<file path="src/rtl/serial_adder_pkg.sv">
// Shared definitions for the bit-serial adder: FSM state encoding and default width.
package serial_adder_pkg;

    localparam logic [1:0] ST_IDLE  = 2'd0;
    localparam logic [1:0] ST_SHIFT = 2'd1;
    localparam logic [1:0] ST_DONE  = 2'd2;

    localparam int WIDTH_DEF = 8;

    typedef enum logic [1:0] {
        S_IDLE  = ST_IDLE,
        S_SHIFT = ST_SHIFT,
        S_DONE  = ST_DONE
    } state_e;

endpackage

</file>
<file path="src/rtl/serial_adder_full_adder.sv">
// One-bit full adder built from two half-adder cells; the serial adder's bit slice.
module half_adder (
    input  logic x,
    input  logic y,
    output logic s,
    output logic c
);
    assign s = x ^ y;
    assign c = x & y;
endmodule

module full_adder (
    input  logic x,
    input  logic y,
    input  logic ci,
    output logic s,
    output logic co
);
    logic s0;
    logic c0;
    logic c1;

    half_adder u_ha0 (.x(x),  .y(y),  .s(s0), .c(c0));
    half_adder u_ha1 (.x(s0), .y(ci), .s(s),  .c(c1));

    // Both half-adder carries can never be high together, so OR gives the majority.
    assign co = c0 | c1;
endmodule

</file>
<file path="src/rtl/serial_adder.sv">
// Bit-serial ripple adder: one full-adder cell plus a carry flop, LSB first,
// with a start/done handshake and registered sum/cout.
module serial_adder
    import serial_adder_pkg::*;
#(
    parameter int WIDTH = WIDTH_DEF
) (
    input  logic             clk,
    input  logic             rst,
    input  logic             start,
    input  logic [WIDTH-1:0] a,
    input  logic [WIDTH-1:0] b,
    input  logic             cin,
    output logic             busy,
    output logic             done,
    output logic [WIDTH-1:0] sum,
    output logic             cout
);
    localparam int CW = $clog2(WIDTH);
    localparam logic [CW-1:0] LAST = CW'(WIDTH - 1);

    state_e           state;
    logic [CW-1:0]    count;
    logic [WIDTH-1:0] a_sr;
    logic [WIDTH-1:0] b_sr;
    logic [WIDTH-1:0] sum_sr;
    logic             carry;
    logic             s_bit;
    logic             carry_next;

    full_adder u_fa (
        .x  (a_sr[0]),
        .y  (b_sr[0]),
        .ci (carry),
        .s  (s_bit),
        .co (carry_next)
    );

    always_ff @(posedge clk or posedge rst) begin
        if (rst) begin
            state  <= S_IDLE;
            count  <= '0;
            a_sr   <= '0;
            b_sr   <= '0;
            sum_sr <= '0;
            carry  <= 1'b0;
            busy   <= 1'b0;
            done   <= 1'b0;
            sum    <= '0;
            cout   <= 1'b0;
        end else begin
            case (state)
                S_IDLE: begin
                    done <= 1'b0;
                    if (start) begin
                        a_sr   <= a;
                        b_sr   <= b;
                        carry  <= cin;
                        count  <= '0;
                        sum_sr <= '0;
                        busy   <= 1'b1;
                        state  <= S_SHIFT;
                    end
                end
                S_SHIFT: begin
                    a_sr   <= a_sr >> 1;
                    b_sr   <= b_sr >> 1;
                    sum_sr <= {s_bit, sum_sr[WIDTH-1:1]};
                    carry  <= carry_next;
                    count  <= count + 1'b1;
                    // Last bit: publish the completed word directly, bypassing sum_sr.
                    if (count == LAST) begin
                        sum   <= {s_bit, sum_sr[WIDTH-1:1]};
                        cout  <= carry_next;
                        done  <= 1'b1;
                        state <= S_DONE;
                    end
                end
                S_DONE: begin
                    done  <= 1'b0;
                    busy  <= 1'b0;
                    state <= S_IDLE;
                end
                default: begin
                    done  <= 1'b0;
                    busy  <= 1'b0;
                    state <= S_IDLE;
                end
            endcase
        end
    end

endmodule

</file>
<file path="config.mk">
export PLATFORM = sky130hd
export DESIGN_NAME = serial_adder
export DESIGN_NICKNAME = d
export VERILOG_FILES = /design/src/rtl/serial_adder_pkg.sv /design/src/rtl/serial_adder_full_adder.sv /design/src/rtl/serial_adder.sv
export SDC_FILE = /design/constraint.sdc
export NUM_CORES = 1
export LEC_CHECK = 0
export CORE_MARGIN = 10
export CORE_UTILIZATION = 40
export CTS_BUF_LIST = sky130_fd_sc_hd__clkbuf_8 sky130_fd_sc_hd__clkbuf_16
export DETAILED_ROUTE_END_ITERATION = 16
export SLEW_MARGIN = 5
export SYNTH_ARGS = -nofsm -noshare
export SYNTH_HDL_FRONTEND = slang
export SYNTH_SLANG_ARGS = --single-unit
</file>
<file path="constraint.sdc">
create_clock -name clk -period 1.7 [get_ports clk]
set_input_delay 0.425 -clock clk [delete_from_list [all_inputs] [get_ports clk]]
set_output_delay 0.425 -clock clk [all_outputs]
set_load 0.02 [all_outputs]
</file>
==> metrics, run 1 <==
slowest stage delay, CP 0.58 ns; prevailing post-synth register cell dfrtp_1; Vias 1,264; synthesized area per cell 12.6 sq um; Critical Path Start Type input pin; worst reg2reg path endpoint cout; Antenna Nets Post-Route 0; pin count of the biggest net entering global routing 41; status finished clean; row cnt 24; EDFF count, synth 0; drt wl/cell 16.3 um; fillers approximately 380; Power Internal 2750 uW; worst skew pair latency approximately 0.29 ns; endpoints failing setup 0; # IOs 31; syn nets 169; number of library cell types mapped by synthesis 28; vias in the first global route 1,406; Die Ht roughly 90 um; Leak about 0.0012 uW; Crit path arrival time 1.66 ns; synthesized flop and latch total 40; antenna violations before repair 0; GRT overflow 0; sequential area share after synthesis 54.6%; # hold bufs at CTS 0; Tcrit/Tclk final 87.2%; relative slew slack about three quarters; final net count 208; Initial Util a little over two fifths; final hold vios 0; Post CTS Setup Buffer Count 0; GRT Overall Usage 11.0%; Num Clock Sinks 40; final WL 3880 um; Via-to-Cell Ratio 5.31; mux cell area share after synthesis 7.37%; Worst-Margin Slew 0.350 ns; Worst Path Buf+Inv 2; post-synth top area share about 55%; depth of the CTS H-tree 2; Die Wd between 80 and 90 um; area fraction in compound gates after synthesis about 16%; Synth Warn # 0; r2r startpoint count[0]; Final Util 53.8%; Max Cap Viol 0; XOR/XNOR Fraction of Synth Area 0%; Clk pwr share 18.3%; Detail Placement HPWL 2810 um; combinational power share 42.3%; core box area 0.00438 sq mm; DRT iter0 DRCs 60; Post-Synth Adder-Cell Area 2.46%; Fmax 675 MHz; RePlAce Congestion 0.834; FF-to-FF path depth 4; RSZ-0062 raised after global routing false; Bufs on Longest Clock Path 2; critical path's top delay family buffers and inverters; type of the worst setup path in2reg; post-layout power between 4000 and 5000 uW; largest area contributor in the netlist dfrtp_1; antenna cells 0; Cell Chain, Critical Path clkdlybuf4s50_1 > buf_4 > nor3b_1 > a21oi_1 > o22a_1; Reg clk slew, reported paths 0.08 ns; Mapped Area 0.00183 sq mm; layout cells sized above 1 between 10% and 20%; largest family of logic cells by synthesized area compound AO/OA/AOI/OAI gates; Layout Skew 0.00560 ns; CP Max Fanout 11; min Tclk post-route 1.48 ns; CTS tree done; first-pass GRT wire length between 6000 and 7000 um; Req. time, crit path 1.88 ns; total CTS buffers 5; Max Transition Viols Final 0; P per Cell Area roughly 1800 mW/mm^2; Root Buffer clkbuf_8; P&R area growth vs syn 28.6%; Buffers on Ports 30; die area between 0.007 and 0.008 sq mm; Switching Share around a third; Sw Pwr between 1000 and 1500 uW; CP max stage cell clkdlybuf4s50_1; Worst setup EP type register; asr flop ratio synth 100%; Post-Synth Simple-Gate Area 13.7%; post-route cell area 0.00236 sq mm; synthesized instance count between 100 and 150; first drt pass iteration count 4; Post-CTS Resized 0; # DRC 0; largest cells by area after synthesis dfrtp_1 55%, mux2_4 7.4%, a22o_1 4.3%; placed cell areas 0.00222 sq mm; Peak VDD IR 0.628 mV; flop2flop setup slack between 0.2 and 0.25 ns; Flop pwr share 39.4%; Worst Hold Class in2async
## per-layer routing
layer | up-vias | share of wire, % | track usage [%] | routed length [um]
li1 | 600 | - | - | -
met3 | 6 | 5.6 | 4.36 | 217
met2 | 34 | 46 | 17.1 | 1780
met1 | 624 | 47 | 13.7 | 1840
met5 | - | 0 | 0 | 0
met4 | 0 | 1.3 | 3.48 | 51
## tightest hold or removal path, cell delays in order
cell             delay [ns]
clkdlybuf4s50_1        0.40
inv_1                  0.09
buf_12                 0.23
## cells in the mapped netlist (4+ instances only)
master     n
a221oi_1   4
nand2b_1   4
a22o_1     9
o21ai_0    5
nor3b_1    9
o22a_1     5
nor2_1     4
nor2b_1    5
inv_1      9
a21oi_1    8
nor3_1     6
mux2_4     9
dfrtp_1   40
## cells in the final DEF (no fill, tap or decap), types with 2 or more instances in the layout
cell / n
dfrtp_1: 40
clkdlybuf4s50_1: 19
dlymetal6s2s_1: 11
inv_1: 10
buf_4: 10
nor3b_1: 9
a22o_1: 9
mux2_4: 9
a21oi_1: 8
nor3_1: 6
o22a_1: 5
nor2b_1: 5
o21ai_0: 5
clkbuf_8: 5
nor2_1: 4
a221oi_1: 4
nand2b_1: 4
nand3b_1: 3
o221a_2: 3
nand2_1: 3
o22ai_1: 2
ha_1: 2
## logic make-up after synthesis
| family | after synthesis |
|---|---|
| and+or+nand+nor | 38 |
| buffers and inverters | 18 |
| AOI/OAI and AO/OA | 38 |
| adders and majority gates | 3 |
| muxes | 9 |
| DFF | 40 |
## cell type report
class | count | area [sq um] | area share (%)
clock buffer | 5 | 68.8 | 2.92
clock inverter | 3 | 38.8 | 1.64
inverter | 9 | 33.8 | 1.43
multi-input combinational | 88 | 728 | 30.9
sequential | 40 | 1000 | 42.4
tap | 52 | 65.1 | 2.76
timing repair buffer | 41 | 423 | 17.9
## through the flow
step	instances	hold slack, ns	TNS, ns	setup slack (ns)
final	238	0.483	0	0.218
after global routing	238	0.511	0	0.105
after CTS	238	0.494	0	0.000401
after detailed placement	230	0.497	-0.374	-0.0793
after global placement	230	0.487	-0.0806	-0.0449
after floorplan	146	0.465	0	0.338
## power groups by stage
stage / combinational [uW] / sequential [uW] / clock (uW)
6_report: 1760 / 1640 / 765
5_1_grt: 1960 / 1710 / 828
4_1_cts: 1810 / 1660 / 780
3_5_place_dp: 1810 / 1670 / 0
3_3_place_gp: 1770 / 1650 / 0
2_1_floorplan: 1140 / 1750 / 0
## flip-flops by register name, indices dropped and copies added, names as in the netlist, 2 cells and up
register / cells
sum_sr: 7
a_sr: 8
count: 3
state: 2
sum: 8
b_sr: 8
## worst max-delay path by stage
stage,depth (start not counted),slack [ns],from,endpoint
floorplan,4,0.34,count[0],cout
global placement,5,-0.04,start,a_sr[0]
detailed placement,5,-0.08,start,a_sr[2]
CTS,1,0.0004,sum[0],sum[0]
global route,5,0.10,start,b_sr[4]
finish,5,0.22,start,a_sr[2]
Note: power is estimated with default switching activity, not from simulation.
==> inputs of run 2 (changes only) <==
Settings changed: GPL_ROUTABILITY_DRIVEN set to 0.
==> results of run 2 <==
No change in the layout: final DEF, timing and power equal those of run 1.
==> inputs of run 3 (changes only) <==
Settings changed: CAP_MARGIN set to 20.
==> results of run 3 <==
No change in the layout: final DEF, timing and power equal those of run 1.
